[config.mk]
export PLATFORM = sky130hd
export DESIGN_NAME = reservoir_level_ctrl
export DESIGN_NICKNAME = d
export VERILOG_FILES = /design/src/rtl/reservoir_level_ctrl.sv
export SDC_FILE = /design/constraint.sdc
export NUM_CORES = 1
export LEC_CHECK = 0
export BUFFER_PORTS_ARGS = -buffer_cell sky130_fd_sc_hd__clkbuf_2
export CAP_MARGIN = 0
export CORE_UTILIZATION = 29
export DETAILED_ROUTE_END_ITERATION = 10
export PLACE_DENSITY_LB_ADDON = 0.08
export SYNTH_ARGS = -nofsm -noshare
export SYNTH_HDL_FRONTEND = slang
export SYNTH_SLANG_ARGS = --single-unit
[constraint.sdc]
create_clock -name clk -period 1.8 [get_ports clk]
set_input_delay 0.27 -clock clk [delete_from_list [all_inputs] [get_ports clk]]
set_output_delay 0.27 -clock clk [all_outputs]
set_load 0.02 [all_outputs]
[src/rtl/reservoir_level_ctrl.sv]
// reservoir_level_ctrl
//   Tracks reservoir water level from N thermometer-coded level sensors and
//   drives the flow-valve enables. Sensor samples must be stable for DEB
//   preceding edges before the tracked level may step (one step per edge).
//
// Ports
//   clk         rising-edge clock
//   aresetn     asynchronous active-low reset (release synchronised by parent)
//   s[N]        level sensors, s[0] lowest, 1 = water above that sensor
//   fr[N]       flow-valve enables, fr[i] open iff i < N-level
//   dfr         delta-flow valve enable
//   level[LW]   tracked level 0..N
//   sensor_err  pulses the cycle after a non-thermometer sensor code
//
// Direction state
//   state    | meaning
//   DIR_UP   | last level move was an increment
//   DIR_DOWN | last level move was a decrement (also the reset state)
module reservoir_level_ctrl #(
    parameter int N   = 3,
    parameter int DEB = 2,
    localparam int LW = $clog2(N + 1)
) (
    input  logic          clk,
    input  logic          aresetn,
    input  logic [N-1:0]  s,
    output logic [N-1:0]  fr,
    output logic          dfr,
    output logic [LW-1:0] level,
    output logic          sensor_err
);

    // Run counter only needs to reach DEB; keep at least one bit for DEB=0.
    localparam int CW = (DEB < 1) ? 1 : $clog2(DEB + 1);
    localparam logic [CW-1:0] DEB_C = CW'(DEB);
    localparam logic [LW-1:0] N_C   = LW'(N);

    typedef enum logic {
        DIR_UP   = 1'b0,
        DIR_DOWN = 1'b1
    } dir_t;

    dir_t          dir_q;
    dir_t          dir_d;
    logic [LW-1:0] level_d;
    logic [N-1:0]  s_prev;
    logic [CW-1:0] run_q;       // length of identical-sample run ending at s_prev
    logic [CW-1:0] run_d;
    logic [CW-1:0] match_cnt;   // preceding samples equal to the current one
    logic [N:0]    s_ext;
    logic          legal;
    logic          qual;
    logic [LW-1:0] target;

    always_ff @(posedge clk or negedge aresetn) begin
        if (!aresetn) begin
            dir_q      <= DIR_DOWN;
            level      <= '0;
            sensor_err <= 1'b0;
            s_prev     <= '0;
            run_q      <= '0;
        end else begin
            dir_q      <= dir_d;
            level      <= level_d;
            sensor_err <= ~legal;
            s_prev     <= s;
            run_q      <= run_d;
        end
    end

    always_comb begin
        s_ext     = {1'b0, s};
        // A thermometer code plus one is a power of two, so it shares no bits.
        legal     = ((s_ext & (s_ext + 1'b1)) == '0);
        target    = '0;
        for (int i = 0; i < N; i++) begin
            target = target + LW'(s[i]);
        end

        // run_q is zero straight after reset, so history since release counts too.
        match_cnt = (s == s_prev) ? run_q : '0;
        qual      = legal && (match_cnt >= DEB_C);

        if (!legal) begin
            run_d = '0;
        end else if (match_cnt >= DEB_C) begin
            run_d = DEB_C;
        end else begin
            run_d = match_cnt + 1'b1;
        end

        dir_d   = dir_q;
        level_d = level;
        if (qual && (target > level)) begin
            level_d = level + 1'b1;
            dir_d   = DIR_UP;
        end else if (qual && (target < level)) begin
            level_d = level - 1'b1;
            dir_d   = DIR_DOWN;
        end

        fr = '0;
        for (int i = 0; i < N; i++) begin
            fr[i] = ((i + int'(level)) < N);
        end

        if (level == '0) begin
            dfr = 1'b1;
        end else if (level == N_C) begin
            dfr = 1'b0;
        end else begin
            dfr = (dir_q == DIR_DOWN);
        end
    end

endmodule

# Yosys cells after proc, flatten, opt, wreduce, memory -nomap -nowiden
# Index checks and enable logic that the tools add are counted.
# W data, S select, Z words.
[totals]
ff_bits = 9
out_inout_bits = 7
wordCells = 38
in_bits = 5
[op_classes]
bitwise_logic = 2
eq_ne = 2
magnitude_cmp = 6
n_mux = 9
n_addsub = 8
n_reduce_logical = 6
[ops]
columns = ["operator", "n"]
rows = [
  ["$mux W2", 5],
  ["$lt A3 B2 Y1 const B", 2],
  ["$add A2 B1 Y2 const B", 2],
  ["$add A3 B1 Y4 const B", 1],
  ["$and A3 B4 Y4", 1],
  ["$logic_not A4 Y1", 1],
  ["$mux W1", 4],
  ["$add A1 B2 Y3 const A", 1],
  ["$add A2 B2 Y3 const A", 1],
  ["$eq A3 B3 Y1", 1],
  ["$logic_and A1 B1 Y1", 3],
  ["$add A1 B1 Y2", 1],
  ["$add A2 B1 Y2", 1],
  ["$eq A2 B2 Y1 const B", 1],
  ["$ge A2 B2 Y1 const B", 1],
  ["$gt A2 B2 Y1", 1],
  ["$logic_not A2 Y1", 1],
  ["$lt A2 B2 Y1", 1],
  ["$lt A2 B2 Y1 const B", 1],
  ["$reduce_bool A2 Y1", 1],
  ["$sub A2 B1 Y2 const B", 1],
  ["$not A1 Y1", 1],
]

# Depth between registers and ports, before layout
# Gate-level depths: netlist (run 1).
[depth]
word_depth = 7
ltp_mapped = 8
ltp_nobuf = 8

# Worst setup path after synthesis (run 1)
# OpenSTA, ideal clock, no wires.
[synth_timing]
path_type = "register -> register"
start = "reg level[1]"
end = "reg level[1]"
period_less_slack_ns = 1.771
path_buffers = 1
stages_incl_launch_ff = 8
setup_time_ns = 0.080
setup_slack_ns = 0.029
t_required_ns = 1.720
arrival_time_ns = 1.691
path_cell_list = "dfrtp_1 -> clkbuf_1 -> inv_1 -> ha_1 -> nor2b_1 -> o211a_1 -> o221ai_1 -> xnor2_1"
[synth_between]
elab_chain_len = 3
[synth_lines]
columns = ["element", "line", "rtl"]
rows = [
  ["from (decl)", "29", "output logic [LW-1:0] level,"],
  ["from (signal assigned)", "64", "level <= level_d;"],
  ["$sub A2 B1 Y2 (tied with other cells)", "98", "level_d = level - 1'b1;"],
  ["$mux W2 (tied with other cells)", "97", "end else if (qual && (target < level)) begin"],
  ["$mux W2 / $reduce_bool A2 Y1 (equally long branches)", "n/a", ""],
]
# Parallel ways exist; a longest one is shown, timed or not. The select of a mux whose other input is x is not followed.
# A chain may end at the register's enable or synchronous reset.

# Worst setup path in the final report (run 1)
[layout_timing]
start = "reg s_prev[1]"
end = "reg level[1]"
[layout_between]
elab_chain_len = 6
[layout_lines]
columns = ["element", "line", "rtl"]
rows = [
  ["from (decl)", "46", "logic [N-1:0] s_prev;"],
  ["from (signal assigned)", "66", "s_prev <= s;"],
  ["$eq A3 B3 Y1 *", "81", "match_cnt = (s == s_prev) ? run_q : '0;"],
  ["$mux W2 *", "81", ""],
  ["$ge A2 B2 Y1 *", "82", "qual = legal && (match_cnt >= DEB_C);"],
  ["$logic_and A1 B1 Y1 *", "82", ""],
  ["$logic_and A1 B1 Y1 (on tied branches)", "94, 97", ""],
  ["$mux W2 / $reduce_bool A2 Y1 (equally long branches)", "n/a", ""],
]
# Mark *: on every way between the ends. The rest lies on a longest branch, timed or not.

==> results.cfg, run 1 <==
[status]
outcome = completed

[timing]
min_period_ns = 1.64
rsz0062_at_grt = false
fmax_mhz = 609
slew_viol_final = 0
skew_ns = 0.00192
hold_violations = 0
setup_viol = 0
fin_setup_tns_ns = 0
fin_crit_sh = 0.913
slew_headroom = 0.837
worst_pin_slew_ns = 0.238

[grt]
use_met3 = 0.0600
met1_usage = 0.124
grt_pass1_vias = 416
grt_pass1_wl_um = 1710
antenna_found_initial = 0
grt_max_degree = 10
grt.busiest_layer = met2
grt-ovfl-total = 0
use_met2 = 0.220
track_usage = 0.123

[placed_design]
port_buffers = 11
dpl_cell_area_um2 = 677
hpwl_um = 848
gp_congestion = 0.770

[drt]
drtPass1Iterations = 2
vias = 434
wirelength_um = 1010
routedWlPerCell_um = 10.4
antenna_left = 0
drt_iter0_markers = 2
drt-vias-per-instance = 4.47
drc = 0

[synthesis]
synth_nets = 58
synthXorXnorAreaFrac = 0.0808
synth-seq-cells = 9
yosysUniqueCellTypes = 24
muxShareOfSynthArea = 0.0185
synth_compound_area_frac = 0.187
netlist_area_um2 = 542
synth_most_common_cell = dfrtp_1
yosysWarnings = 0
syn_avg_cell_area_um2 = 10.8
yosys-top-cells-area = dfrtp_1, xnor2_1, dfstp_2, inv_1, ha_1
synth_top_family_by_area = compound AO/OA/AOI/OAI gates
synth_simple_gate_area_share = 0.157
yosys_most_used_dff = dfrtp_1
synthArstFlopShare = 1.00
synth_top_area_frac = 0.370
synthAdderAreaFrac = 0.0831
syn_inst = 50
synth_common_cells = dfrtp_1, inv_1, nor2_1
synth_top_area_cell = dfrtp_1
yosysSeqAreaShare = 0.418
synth-edff-count = 0

[critical_path]
path_cells = or4_4, nor3_4, o221ai_1, xnor2_1
worst_path_largest_cell_delay_ns = 0.57
cp-end-kind = register
start_kind = register
worstReg2RegEnd = level[1]$_DFFE_PN0P_
worstPathArrival_ns = 1.79
reg2reg_depth = 4
worstSetupStartpoint = s_prev[1]$_DFF_PN0_
worstReg2RegStart = s_prev[1]$_DFF_PN0_
path_max_fanout = 5
cp.required_ns = 1.94
rrSetupSlack_ns = 0.16
critPathKind = reg2reg
cp_slowest_cell = or4_4

[clocking]
cts_sinks = 9
htree_levels = 1
cts_tree = done
ctsHoldBuffers = 1
clkTransAtPathRegs_ns = 0.06
cts_buffer_depth = 2
cts_resized = 0
cts_setup_buffers = 0
insertion_delay_ns = 0.26
numCtsBuffers = 3
clock_tree.root_cell = clkbuf_4

[layout]
fillCellCount = 184
diodes = 0
syn2layout_area_growth_pct = 31.6
drive_gt1_frac = 0.389
nets = 81
design_area_um2 = 713

[die]
dieArea_mm2 = 0.00204
rows = 15
start_util = 0.310
die_h_um = 45.2
io_pins = 12
die_w_um = 45.2
core_area_mm2 = 0.00175

[worst_hold_path]
hold_end = s_prev[2]$_DFF_PN0_
min_path_type = in2reg
holdPathStages = 2
hold_start = s[2]

[power_and_ir_drop]
switching_share = 0.289
p_clk_frac = 0.311
p_comb_frac = 0.240
ir_drop_mv = 0.379
pwr_density_cell_mw_per_mm2 = 704
p_int_mw = 0.357
power_frac_seq = 0.450
power_leakage_nw = 0.365
switchingPower_mw = 0.145

[flow_run]
maxCapViolations = 0
==> worst max-delay path, delay by kind of cell, from the launching register on <==
kind	cells	cell delay (ns)
xor gates and xnor gates	1	0.15
AOI/OAI and AO/OA	1	0.18
and+or+nand+nor	2	0.80
DFF	1	0.40
==> routing by layer <==
metal,share of wire,wire (µm)
met5,0,0
met2,0.52,520
met3,0.051,51
met4,0,0
met1,0.43,434
==> worst max-delay path by stage <==
stage / endpoint / slack [ns]
after floorplan: level[1]$_DFFE_PN0P_ / 0.03
after global placement: level[1]$_DFFE_PN0P_ / -0.08
after detailed placement: level[1]$_DFFE_PN0P_ / -0.12
after CTS: level[1]$_DFFE_PN0P_ / 0.16
after global routing: level[1]$_DFFE_PN0P_ / 0.07
final: level[1]$_DFFE_PN0P_ / 0.16
==> stage by stage <==
stage                     hold WS (ns)  setup WS [ns]  cells  power [mW]   util
after CTS                        0.239          0.155     97       0.515  0.409
after floorplan                -0.0256         0.0293     50       0.298      -
after global routing             0.238         0.0693     97       0.545  0.409
final                            0.250          0.157     97       0.502  0.409
after global placement           0.152        -0.0785     92       0.350  0.388
after detailed placement         0.143         -0.115     92       0.350  0.388
==> flip-flops by register name, indices dropped and copies added (netlist names) <==
signal	count
sensor_err	1
level	2
s_prev	3
run_q	2
dir_q	1
==> cells by family (layout without fill, tap and decap cells) <==
family	count (synthesis)	count (layout)
simple gates	14	14
compound gates	10	10
flops	9	9
buf+inv	8	30
xor+xnor	5	5
fa+ha+maj	3	3
mux	1	1
==> layout make-up <==
cell class,instances,area (µm²),share of cell area
Sequential cell,9,226,0.318
Multi-Input combinational cell,33,285,0.400
Tap cell,25,31.3,0.0439
Timing Repair Buffer,19,118,0.165
Clock buffer,4,26.3,0.0368
Inverter,7,26.3,0.0368
==> cell usage in the layout, fill, tap and decap left out, drive strengths merged, types with 3 or more instances in the layout <==
master | netlist | final
clkbuf | 1 | 15
dfrtp | 8 | 8
inv | 7 | 7
buf | 0 | 7
nor2 | 5 | 5
xnor2 | 4 | 4
nand2 | 3 | 3
==> power by group through the flow <==
stage	Combinational, mW	Clock (mW)	Sequential, mW
after floorplan	0.0602	0	0.238
after global placement	0.120	0	0.229
after detailed placement	0.120	0	0.230
after CTS	0.122	0.167	0.226
after global routing	0.135	0.182	0.227
final	0.120	0.156	0.226
Note: power is estimated with default switching activity, not from simulation.
==> run 2: changes to the inputs <==
--- a/config.mk
+++ b/config.mk
@@ -6,4 +6,5 @@
 export NUM_CORES = 1
 export LEC_CHECK = 0
+export ABC_AREA = 1
 export BUFFER_PORTS_ARGS = -buffer_cell sky130_fd_sc_hd__clkbuf_2
 export CAP_MARGIN = 0
==> constraint.sdc (replaced) <==
create_clock -name clk -period 1.8 [get_ports clk]
set_input_delay 0.36 -clock clk [delete_from_list [all_inputs] [get_ports clk]]
set_output_delay 0.36 -clock clk [all_outputs]
set_load 0.02 [all_outputs]
==> results.cfg, run 2 <==
[clocking]
htree_levels = 1
clock_tree.root_cell = clkbuf_4
clkTransAtPathRegs_ns = 0.06
cts_buffer_depth = 2
numCtsBuffers = 3
cts_sinks = 9
cts_tree = done
insertion_delay_ns = 0.26

[critical_path]
start_kind = primary input
cp_slowest_cell = fa_1
worst_path_largest_cell_delay_ns = 0.54
cp.required_ns = 1.95
path_cells = clkbuf_2, inv_1, fa_1, ha_1, inv_1, a21oi_2, o211ai_4, nand2_2, nand3_1
worstPathArrival_ns = 1.75
cp-end-kind = register
path_max_fanout = 5
crit_top_cell = inv_1
critPathKind = in2reg

[drt]
drc = 0
drt-vias-per-instance = 4.02
vias = 430
routedWlPerCell_um = 8.83
drt_iter0_markers = 4
wirelength_um = 945
drtPass1Iterations = 3
antenna_left = 0

[placed_design]
hpwl_um = 752
pre_cts_slack_ns = -0.0880
dpl_cell_area_um2 = 656
dp.cells = 102
port_buffers = 11
gp_congestion = 0.731

[synthesis]
syn_avg_cell_area_um2 = 8.72
yosysWarnings = 0
synth-seq-cells = 9
netlist_area_um2 = 532
synth_common_cells = nand2_1, inv_1, dfrtp_1
synthArstFlopShare = 1.00
synth_top_area_cell = dfrtp_1
syn_inst = 61
yosys_most_used_dff = dfrtp_1
synth_most_common_cell = nand2_1
yosys-top-cells-area = dfrtp_1, nand2_1, inv_1, dfstp_2, ha_1
synth_top_area_frac = 0.376
synth-edff-count = 0
yosysSeqAreaShare = 0.426
yosysUniqueCellTypes = 18
synth_nets = 69

[timing]
worst_pin_slew_ns = 0.295
hold_violations = 0
slew_viol_final = 0
fmax_mhz = 625
slew_headroom = 0.803
timing.hold.ws_ns = 0.327
rsz0062_at_grt = false
fin_ws_ns = 0.201
min_period_ns = 1.60
fin_setup_tns_ns = 0
fin_crit_sh = 0.888
setup_viol = 0
skew_ns = 0.00320

[die]
rows = 15
die_h_um = 44.8
die_w_um = 44.8
start_util = 0.308
dieArea_mm2 = 0.00201
io_pins = 12
core_area_mm2 = 0.00173

[layout]
largest_reg_flops = 3
utilization = 0.401
diodes = 0
largestRegisters = s_prev x3, level x2, run_q x2
fin_cells = 107
regMostFlops = s_prev
final_cell_mix = nand2_1, inv_1, clkbuf_2
drive_gt1_frac = 0.390
syn2layout_area_growth_pct = 30.1
design_area_um2 = 692
nets = 91
final_common_cell = nand2_1

[grt]
grt_pass1_vias = 371
track_usage = 0.120
grt_pass1_wl_um = 1610
grt-ovfl-total = 0
antenna_found_initial = 0
grt_max_degree = 10

[power_and_ir_drop]
ir_drop_mv = 0.351
power_leakage_nw = 0.357
pwr_density_cell_mw_per_mm2 = 724
p_total_mw = 0.501

[status]
outcome = completed

[worst_hold_path]
min_path_type = in2reg

[flow_run]
maxCapViolations = 0
-- run 2: cell count changes after synthesis, sizes merged, moves of 2 or more --
cell	before	now
nand2	3	19
o221ai	2	0
nand3	0	2
a21oi	0	2
o211a	2	0
xnor2	4	0
nor3	2	0
nor2b	2	0
inv	7	15
nand4	0	2
-- run 2: cells by family (layout without fill, tap and decap cells) --
| logic type | after synthesis | after routing | synth area share |
|---|---|---|---|
| XOR/XNOR | 1 | 1 | 0.0165 |
| AND/OR/NAND/NOR | 27 | 27 | 0.252 |
| AO/OA/AOI/OAI | 6 | 6 | 0.115 |
| adder cells (fa/ha/maj) | 3 | 3 | 0.0847 |
| flip-flops | 9 | 9 | 0.426 |
| buffers and inverters | 15 | 36 | 0.106 |
-- run 2: cell type report --
| cell class | instances | area, µm² |
|---|---|---|
| Sequential cell | 9 | 226 |
| Fill cell | 192 | 1030 |
| Clock buffer | 4 | 26.3 |
| Multi-Input combinational cell | 37 | 249 |
| Timing Repair Buffer | 17 | 103 |
| Inverter | 15 | 56.3 |
| Tap cell | 25 | 31.3 |
-- run 2: worst paths after layout --
path	cells past startpoint	slack (ns)	endpoint	from
max in group asynchronous	2	1.06	dir_q$_DFFE_PN1P_	aresetn
min	2	0.33	s_prev[1]$_DFF_PN0_	s[1]
max	9	0.20	level[1]$_DFFE_PN0P_	s[0]
min reg2reg	2	0.47	dir_q$_DFFE_PN1P_	dir_q$_DFFE_PN1P_
min in group asynchronous	2	0.48	s_prev[0]$_DFF_PN0_	aresetn
max reg2reg	6	0.30	level[1]$_DFFE_PN0P_	level[1]$_DFFE_PN0P_
-- run 2: layer usage --
metal | up-vias | wire length, µm | GRT usage
li1 | 232 | - | -
met5 | - | 0 | 0
met1 | 190 | 474 | 0.166
met3 | 4 | 25 | 0.0360
met2 | 4 | 419 | 0.153
met4 | 0 | 25 | 0.0909
-- run 2: power by group --
part	switching, mW	internal (mW)
combinational	0.0732	0.0437
sequential	0.00924	0.215
clock	0.0746	0.0857
total	0.157	0.344
-- run 2: repair_timing --
action / CTS / global route
setup buffers: 0 / 0
hold buffers: 1 / 0
endpoints found under the setup margin: 0 / 0
hold endpoints to repair: 8 / 0
resized for setup: 0 / 0
-- run 2: worst max-delay path: cells and delay by family --
family          cells  cell delay (ns)
compound gates      2             0.40
simple gates        2             0.12
buf+inv             3             0.19
fa+ha+maj           2             0.67
